## config.mk

```make
export PLATFORM = sky130hd
export DESIGN_NAME = scarv_cop_permute_seq
export DESIGN_NICKNAME = d
export VERILOG_FILES = /design/src/rtl/scarv_cop_permute_seq_pkg.sv /design/src/rtl/scarv_cop_permute_seq_layer.sv /design/src/rtl/scarv_cop_permute_seq.sv
export SDC_FILE = /design/constraint.sdc
export NUM_CORES = 1
export LEC_CHECK = 0
export BUFFER_PORTS_ARGS = -buffer_cell sky130_fd_sc_hd__buf_2
export CORE_MARGIN = 2
export CORE_UTILIZATION = 41
export DETAILED_ROUTE_END_ITERATION = 6
export RECOVER_POWER = 25
export SYNTH_ARGS = -nofsm -noshare
export SYNTH_HDL_FRONTEND = slang
export SYNTH_SLANG_ARGS = --single-unit
```

## constraint.sdc

```tcl
create_clock -name g_clk -period 3.05 [get_ports g_clk]
set_input_delay 0.1525 -clock g_clk [delete_from_list [all_inputs] [get_ports g_clk]]
set_output_delay 0.1525 -clock g_clk [all_outputs]
set_load 0.01 [all_outputs]
```

## src/rtl/scarv_cop_permute_seq_pkg.sv

```systemverilog
// Shared definitions for the sequential permutation unit: subclass codes,
// FSM state encodings and the per-lane byte permute helper.
package scarv_cop_permute_seq_pkg;

  localparam logic [4:0] SCARV_COP_SCLASS_PERM_BIT  = 5'b00001;
  localparam logic [4:0] SCARV_COP_SCLASS_PERM_IBIT = 5'b00010;
  localparam logic [4:0] SCARV_COP_SCLASS_PERM_BYTE = 5'b00100;

  typedef enum logic [1:0] {
    SCARV_COP_PERM_IDLE = 2'd0,
    SCARV_COP_PERM_RUN  = 2'd1,
    SCARV_COP_PERM_DONE = 2'd2
  } perm_state_e;

  // Byte permute of one 32-bit lane. sel[7:6] picks the source of output
  // byte 0, sel[5:4] byte 1, sel[3:2] byte 2 and sel[1:0] byte 3.
  function automatic logic [31:0] pbyte_lane(input logic [31:0] w, input logic [7:0] sel);
    logic [31:0] r;
    logic [31:0] t;
    r = 32'h0000_0000;
    t = w >> {sel[7:6], 3'b000};
    r[7:0]   = t[7:0];
    t = w >> {sel[5:4], 3'b000};
    r[15:8]  = t[7:0];
    t = w >> {sel[3:2], 3'b000};
    r[23:16] = t[7:0];
    t = w >> {sel[1:0], 3'b000};
    r[31:24] = t[7:0];
    return r;
  endfunction

endpackage

```

## src/rtl/scarv_cop_permute_seq_layer.sv

```systemverilog
// One combinational butterfly layer with a runtime partner distance.
// Each bit either keeps its own value (mask set or layer disabled) or takes
// the value of its partner bit; this is a per-bit select, not a swap.
module scarv_cop_perm_layer #(
  parameter int XLEN = 32
) (
  input  logic [XLEN-1:0]          data_i,
  input  logic [XLEN-1:0]          mask_i,
  input  logic                     en_i,
  input  logic [$clog2(XLEN)-1:0]  dist_i,
  output logic [XLEN-1:0]          data_o
);

  localparam int L = $clog2(XLEN);

  // Per-bit select between own bit and partner bit j XOR dist.
  always_comb begin
    logic [L-1:0] alt;
    data_o = data_i;
    alt    = '0;
    for (int j = 0; j < XLEN; j++) begin
      alt = L'(j) ^ dist_i;
      if (!en_i || mask_i[j]) begin
        data_o[j] = data_i[j];
      end else begin
        data_o[j] = data_i[alt];
      end
    end
  end

endmodule

```

## src/rtl/scarv_cop_permute_seq.sv

```systemverilog
// Sequential permutation unit for xc.pbit / xc.ipbit / xc.pbyte.
// Applies LPC butterfly layers per cycle; latency depends only on the
// subclass, never on operand data. Outputs are registered and masked to
// zero outside the single idone cycle.
module scarv_cop_permute_seq
  import scarv_cop_permute_seq_pkg::*;
#(
  parameter int XLEN = 32,
  parameter int LPC  = 1
) (
  input  logic              g_clk,
  input  logic              g_reset,
  input  logic              perm_ivalid,
  output logic              perm_idone,
  output logic              perm_busy,
  input  logic [XLEN-1:0]   perm_rs1,
  input  logic [XLEN-1:0]   perm_rs3,
  input  logic [31:0]       id_imm,
  input  logic [4:0]        id_subclass,
  output logic [XLEN/8-1:0] perm_cpr_rd_ben,
  output logic [XLEN-1:0]   perm_cpr_rd_wdata
);

  localparam int              L     = $clog2(XLEN);
  localparam int              KW    = 8;
  localparam int              LANES = XLEN / 32;
  localparam logic [KW-1:0]   L_K   = KW'(L);
  localparam logic [KW-1:0]   LPC_K = KW'(LPC);
  localparam logic [L-1:0]    ONE_L = {{(L-1){1'b0}}, 1'b1};

  perm_state_e       state_q, state_d;
  logic [KW-1:0]     k_q, k_d;
  logic [XLEN-1:0]   work_q, work_d;
  logic [XLEN-1:0]   mask_q, mask_d;
  logic [L-1:0]      cs_q, cs_d;
  logic              inv_q, inv_d;
  logic              idone_q, idone_d;
  logic              busy_q, busy_d;
  logic [XLEN-1:0]   wdata_q, wdata_d;
  logic [XLEN/8-1:0] ben_q, ben_d;

  logic [XLEN-1:0]   stage_s [0:LPC];
  logic [XLEN-1:0]   pbyte_s;
  logic              unused_s;

  assign unused_s   = ^{id_imm[31:10], id_imm[1:0]};
  assign stage_s[0] = work_q;

  // Chain of LPC layers; slots past the last layer are disabled pass-throughs.
  for (genvar p = 0; p < LPC; p++) begin : g_stage
    logic [KW-1:0] li_s;
    logic [L-1:0]  onehot_s;
    logic          en_s;
    logic [L-1:0]  dist_s;

    // Layer index, enable and partner distance for this slot.
    always_comb begin
      li_s     = k_q + KW'(p);
      onehot_s = ONE_L << li_s;
      if (li_s < L_K) begin
        en_s   = |(cs_q & onehot_s);
        dist_s = inv_q ? (ONE_L << (L_K - KW'(1) - li_s)) : onehot_s;
      end else begin
        en_s   = 1'b0;
        dist_s = '0;
      end
    end

    scarv_cop_perm_layer #(.XLEN(XLEN)) u_layer (
      .data_i (stage_s[p]),
      .mask_i (mask_q),
      .en_i   (en_s),
      .dist_i (dist_s),
      .data_o (stage_s[p+1])
    );
  end

  // Byte permute of rs1, evaluated in the accept cycle.
  always_comb begin
    pbyte_s = '0;
    for (int n = 0; n < LANES; n++) begin
      pbyte_s[32*n +: 32] = pbyte_lane(perm_rs1[32*n +: 32], id_imm[9:2]);
    end
  end

  // Next-state, datapath update and next registered outputs.
  always_comb begin
    state_d = state_q;
    k_d     = k_q;
    work_d  = work_q;
    mask_d  = mask_q;
    cs_d    = cs_q;
    inv_d   = inv_q;
    idone_d = 1'b0;
    busy_d  = 1'b0;
    wdata_d = '0;
    ben_d   = '0;
    case (state_q)
      SCARV_COP_PERM_IDLE: begin
        if (perm_ivalid) begin
          mask_d = perm_rs1;
          cs_d   = id_imm[5 +: L];
          busy_d = 1'b1;
          case (id_subclass)
            SCARV_COP_SCLASS_PERM_BIT,
            SCARV_COP_SCLASS_PERM_IBIT: begin
              state_d = SCARV_COP_PERM_RUN;
              k_d     = '0;
              work_d  = perm_rs3;
              inv_d   = (id_subclass == SCARV_COP_SCLASS_PERM_IBIT);
            end
            SCARV_COP_SCLASS_PERM_BYTE: begin
              state_d = SCARV_COP_PERM_DONE;
              idone_d = 1'b1;
              wdata_d = pbyte_s;
              ben_d   = '1;
            end
            default: begin
              state_d = SCARV_COP_PERM_DONE;
              idone_d = 1'b1;
            end
          endcase
        end else begin
          state_d = SCARV_COP_PERM_IDLE;
        end
      end
      SCARV_COP_PERM_RUN: begin
        if (!perm_ivalid) begin
          state_d = SCARV_COP_PERM_IDLE;
          work_d  = '0;
          k_d     = '0;
        end else begin
          busy_d = 1'b1;
          work_d = stage_s[LPC];
          k_d    = k_q + LPC_K;
          if ((k_q + LPC_K) >= L_K) begin
            state_d = SCARV_COP_PERM_DONE;
            idone_d = 1'b1;
            wdata_d = stage_s[LPC];
            ben_d   = '1;
          end else begin
            state_d = SCARV_COP_PERM_RUN;
          end
        end
      end
      SCARV_COP_PERM_DONE: begin
        state_d = SCARV_COP_PERM_IDLE;
        work_d  = '0;
        k_d     = '0;
      end
      default: begin
        state_d = SCARV_COP_PERM_IDLE;
        work_d  = '0;
        k_d     = '0;
      end
    endcase
  end

  // State, working data and output registers.
  always_ff @(posedge g_clk or posedge g_reset) begin
    if (g_reset) begin
      state_q <= SCARV_COP_PERM_IDLE;
      k_q     <= '0;
      work_q  <= '0;
      mask_q  <= '0;
      cs_q    <= '0;
      inv_q   <= 1'b0;
      idone_q <= 1'b0;
      busy_q  <= 1'b0;
      wdata_q <= '0;
      ben_q   <= '0;
    end else begin
      state_q <= state_d;
      k_q     <= k_d;
      work_q  <= work_d;
      mask_q  <= mask_d;
      cs_q    <= cs_d;
      inv_q   <= inv_d;
      idone_q <= idone_d;
      busy_q  <= busy_d;
      wdata_q <= wdata_d;
      ben_q   <= ben_d;
    end
  end

  assign perm_idone        = idone_q;
  assign perm_busy         = busy_q;
  assign perm_cpr_rd_wdata = wdata_q;
  assign perm_cpr_rd_ben   = ben_q;

endmodule

```

Word level (Yosys, flattened, before mapping) --
Index checks and enable logic that the tools add are counted.
Storage, ports and cells: register bits after elaboration 118
Cells by class: $add $sub $neg 2, bitwise operators 32, mux-type cells 129, shift operators 6, reductions and logical operators 40, order comparisons 34, equal/unequal tests 6
Operators with widths (count):
- two-way mux 32 bit | 7
- < comparator 5 x 6 -> 1 bit, second input constant | 32
- binary-select mux 1 bit (select 5 bit) | 32
- one-hot mux 32 bit (2 select lines) | 2
- right shift 32 x 5 -> 8 bit | 4
- two-way mux 1 bit | 71
- logical OR 1 bit | 32
- NOT 3 bit | 10
- two-way mux 8 bit | 3
- NOT 2 bit | 10
- NOT 4 bit | 5
- two-way mux 4 bit | 4
- one-hot mux 8 bit (2 select lines) | 1
- << shifter 1 x 8 -> 5 bit, first input constant | 2
- two-way mux 5 bit | 2
- adder 8 x 1 -> 8 bit, second input constant | 1
- >= comparator 8 x 3 -> 1 bit, second input constant | 1
- < comparator 8 x 3 -> 1 bit, second input constant | 1
- two-way mux 2 bit | 4
- one-hot mux 4 bit (2 select lines) | 1
- subtractor 3 x 8 -> 8 bit, first input constant | 1
- AND 5 bit | 1
- equality test 5 x 1 -> 1 bit, second input constant | 1
- equality test 5 x 2 -> 1 bit, second input constant | 1
- other kinds (14) | 20

Depth between registers and ports, before layout --
word-level depth 11, gate-level depth with buffers 13, gate-level depth less buffers 10

Cells and area by module --
Synthesis repeated with hierarchy kept, for this count alone.
Second synthesis, totals: cells, all modules 791, area total of the unflattened synthesis 8145.3 um2
Modules (own cells, without submodules):
- scarv_cop_permute_seq | cells an instance 550, instances 1, area each 5905.7 um2, sequential area each 2877.8 um2
- scarv_cop_perm_layer | cells an instance 241, instances 1, area each 2239.6 um2, sequential area each 0.0 um2

Least setup slack after synthesis --
OpenSTA, ideal clock, no wires.
path kind reg-to-reg, from register k_q[0], to register wdata_q[20] (netlist: perm_cpr_rd_wdata[20]), cell stages (with the launch flop) 12, arrival time 3.079 ns, setup slack -0.172 ns, path buffers 2, cells stage by stage dfrtp_1 -> clkinv_1 -> clkbuf_1 -> ha_1 -> nor3_1 -> o21ai_2 -> o21ai_4 -> buf_6 -> mux2i_1 -> o221ai_1 -> o22ai_1 -> o221ai_1
On the way: longest elaborated chain between the ends 11, elaborated cells between the ends (all ways) 20, those cells by class add/sub: 2; order compare: 2; shift: 2; mux: 9; bitwise: 2; reduce/logical: 3
Ends and longest elaborated chain:
- start: declaration | RTL line scarv_cop_permute_seq.sv:32 | logic [KW-1:0] k_q, k_d;
- start signal: assignment | RTL line scarv_cop_permute_seq.sv:174 | k_q <= k_d;
- subtractor 3 x 8 -> 8 bit | RTL line scarv_cop_permute_seq.sv:62 | dist_s = inv_q ? (ONE_L << (L_K - KW'(1) - li_s)) : onehot_s;
- << shifter 1 x 8 -> 5 bit | RTL line scarv_cop_permute_seq.sv:62
- two-way mux 5 bit | RTL line scarv_cop_permute_seq.sv:62
- two-way mux 5 bit | RTL line scarv_cop_permute_seq.sv:60 | if (li_s < L_K) begin
- NOT 2 bit (no line)
- binary-select mux 1 bit (select 5 bit) | RTL line scarv_cop_permute_seq_layer.sv:26 | data_o[j] = data_i[alt];
- two-way mux 1 bit (implied by the code) | RTL line scarv_cop_permute_seq_layer.sv:26
- two-way mux 1 bit | RTL line scarv_cop_permute_seq_layer.sv:23 | if (!en_i || mask_i[j]) begin
- two-way mux 32 bit (*) | RTL line scarv_cop_permute_seq.sv:136 | if ((k_q + LPC_K) >= L_K) begin
- two-way mux 32 bit (*) | RTL line scarv_cop_permute_seq.sv:128 | if (!perm_ivalid) begin
- one-hot mux 32 bit (2 select lines) (*) | RTL line scarv_cop_permute_seq.sv:98 | case (state_q)
- net wdata_d[20] | RTL line scarv_cop_permute_seq.sv:39 | logic [XLEN-1:0] wdata_q, wdata_d;
- end signal: assignment | RTL line scarv_cop_permute_seq.sv:181 | wdata_q <= wdata_d;
- end: declaration | RTL line scarv_cop_permute_seq.sv:39
Mark *: on every way through the listed nets, which the timed path passes. The rest lies on a longest branch. The select of a mux whose other input is x is not followed. A chain may end at the register's enable or synchronous reset.

Worst setup path in the final report --
from register k_q[0], to register wdata_q[10] (netlist: perm_cpr_rd_wdata[10])
Same word-level chain as after synthesis.

==> metrics.txt <==
status finished clean; total wire length 38300 um; placed cells 1474; final hold vios 0; # IOs 142; sequential share of the synthesized area 31.7%; Synth-to-Final Area Change 30.2%; syn_area_per_cell 8.79 um2; Final Setup Violations 0; Worst-Margin Slew 1.16 ns; Final WS setup 0.0440 ns; Synth Register Bits 115; clock-pin transition on the worst setup and hold timing paths 0.06 ns; Initial Utilization 41.8%; most frequent cells in the layout 129 x buf_4, 114 x dfrtp_1, 104 x nor2_1; Final nets 1328; WL met2 17100 um; fin crit share 98.6%; Synth Warn # 0; maximum operating frequency 333 MHz; largest net degree at the start of global routing 74; CP max FO 12; Hold Path Cell Cnt 2; VDD IR max 0.403 mV; max-slew violations 0; CTS sink count 115; Gate Count Post-Synth 1033; LEAKAGE 0.00489 uW; WP data arrival 3.28 ns; post-DP HPWL 27400 um; number of remaining DRC errors 0; clk_skew 0.0130 ns; topmost layer with routed signal wires met4; root buffer cell clkbuf_16; Req. time, crit path 3.33 ns; maxcap violations 0; Routed WL per cell 25.3 um; Core ar. 21800 um2; WL met1 16600 um; pre-CTS WS -0.0661 ns; GP Congestion 1.01; Post-synth EDFFs 0; top-area cell type share of the netlist area 31.7%; row count 54; TritonCTS Buffers 17; Setup CP Type reg -> reg; DR WL met3 3570 um; post-synth top area cell dfrtp_1; Synth Cell Area 9080 um2; fin crit period 3.01 ns; layout cell share with drive strength beyond 1 36.8%; first-pass GRT wire length 58200 um; CTS tree done; Skew-Pair Late Insertion Delay 0.42 ns; antenna-violating nets left 0; Reg2Reg Depth 13; vias in the first global route 9542; Max clock buf depth 2; synth unique cells 73; Initial DRC Count 879; Vias 9994; die area 23400 um2; Worst Hold Class in -> reg; Overflow after GRT 0; Synth Net Count 1140; Diodes inserted 0; Synth Flop Type dfrtp_1; final-layout fill cell count 2011; Crit. End Element flop; die width 153 um; Buffers on Ports 117; RSZ-0062 raised after global routing true; CP startpoint kind flop; Post-Layout Cell Count 1514; H-tree depth 4; DR pass1 iterations 5; Slew HR 22.4%; GRT Util Overall 32.4%; antenna violations before repair 0; commonest non-fill, non-tap cell in the layout buf_4; ys async rst share 100%; synth top area cells dfrtp_1 32%, mux4_2 8.2%, o21ai_0 5.2%; die height 153 um; drt via density 6.60; pwr dens 570 nW/um2
==> cell type report <==
class / count / area, um2 / share of cell area (%)
Timing Repair Buffer: 264 / 1840 / 15.5
Multi-Input combinational cell: 810 / 6090 / 51.5
Clock inverter: 15 / 194 / 1.64
Tap cell: 280 / 350 / 2.96
Inverter: 13 / 53.8 / 0.455
Sequential cell: 115 / 2880 / 24.3
Clock buffer: 17 / 425 / 3.60
==> registers in the layout, summed over array words and instances, names as in the netlist <==
signal and cells:
cs_q 5, state_q 2, perm_cpr_rd_ben 1, mask_q 32, k_q 8, inv_q 1, perm_idone 1, perm_busy 1
work_q 32, perm_cpr_rd_wdata 32
==> where the power goes <==
part | internal, uW | leakage (uW) | switching, uW | total, uW
clock | 1310 | 0.000300 | 881 | 2200
combinational | 1070 | 0.00311 | 1410 | 2480
sequential | 1710 | 0.00148 | 353 | 2060
total | 4100 | 0.00489 | 2640 | 6740
==> path summary, 6_finish.rpt <==
path,from,slack [ns],endpoint
max,k_q[0]$_DFFE_PP0P_,0.04,perm_cpr_rd_wdata[10]$_DFF_PP0_
min,perm_rs1[24],0.02,mask_q[24]$_DFFE_PP0P_
max reg2reg,k_q[0]$_DFFE_PP0P_,0.04,perm_cpr_rd_wdata[10]$_DFF_PP0_
min reg2reg,state_q[1]$_DFF_PP0_,0.50,state_q[0]$_DFF_PP0_
max in group asynchronous,g_reset,1.62,k_q[0]$_DFFE_PP0P_
min in group asynchronous,g_reset,0.60,perm_cpr_rd_wdata[11]$_DFF_PP0_
==> cells by family (layout without fill, tap and decap cells) <==
logic type / Yosys count / count (layout) / synth area share (%)
XOR/XNOR: 5 / 5 / 0.482
buffers and inverters: 108 / 309 / 5.29
adder cells (fa/ha/maj): 3 / 3 / 0.413
flip-flops: 115 / 115 / 31.7
multiplexers: 86 / 86 / 14.5
AO/OA/AOI/OAI: 446 / 446 / 33.5
AND/OR/NAND/NOR: 270 / 270 / 14.1
==> cell usage after synthesis, types with 3 or more instances <==
cell type	instances
a211oi_1	20
a211oi_2	5
a21o_1	7
a21oi_1	80
a22oi_1	7
a31oi_1	19
a32oi_1	20
and2_1	5
and3_1	5
buf_1	9
buf_2	14
buf_4	9
buf_6	3
clkbuf_1	59
dfrtp_1	115
ha_1	3
inv_1	12
mux2_2	37
mux2i_1	16
mux4_2	33
nand2_1	67
nand3_1	11
nand4_1	5
nor2_1	107
nor2b_1	6
nor3_1	30
nor4_1	3
o211a_1	6
o211ai_1	17
o21a_1	16
o21ai_0	94
o21ai_1	7
o21bai_1	3
o221a_2	5
o221ai_1	28
o22ai_1	48
o2bb2ai_1	5
o31ai_1	29
o32ai_1	5
or2_2	17
xnor2_1	3
==> metal layers <==
metal	track usage [%]	vias to the layer above
li1	-	4398
met1	47.1	4940
met2	48.3	575
met3	6.72	81
met4	10.5	0
met5	0	-
==> worst max-delay path, cell delays in order, from the launching register on <==
cell and delay (ns):
dfrtp_2 0.44, clkinv_2 0.06, ha_2 0.21, nor2b_4 0.06
o211a_1 0.24, o221a_2 0.31, buf_12 0.17, buf_4 0.15
a21oi_4 0.19, mux2i_2 0.30, o32ai_1 0.12, o31ai_1 0.29
buf_4 0.18, o221ai_1 0.13
==> what timing repair did <==
| action | CTS | global route |
|---|---|---|
| setup endpoints to repair | 7 | 61 |
| hold endpoints to repair | 42 | 0 |
| pin swaps | 1 | 16 |
| setup buffers | 0 | 7 |
| hold buffers | 1 | 0 |
| gates cloned | 0 | 0 |
| resized for setup | 9 | 66 |
==> through the flow <==
stage                     total power, uW  util [%]  TNS [ns]  hold WS, ns  instance area, um2
after floorplan                      3270         -         0        0.304                9100
after global routing                 7010      54.4    -0.186       0.0176               11800
after CTS                            6560      52.8         0     0.000966               11500
final                                6740      54.4         0       0.0165               11800
after global placement               4310      49.7  -0.00891        0.358               10800
after detailed placement             4320      49.7    -0.114        0.373               10800
Note: power is estimated with default switching activity, not from simulation.
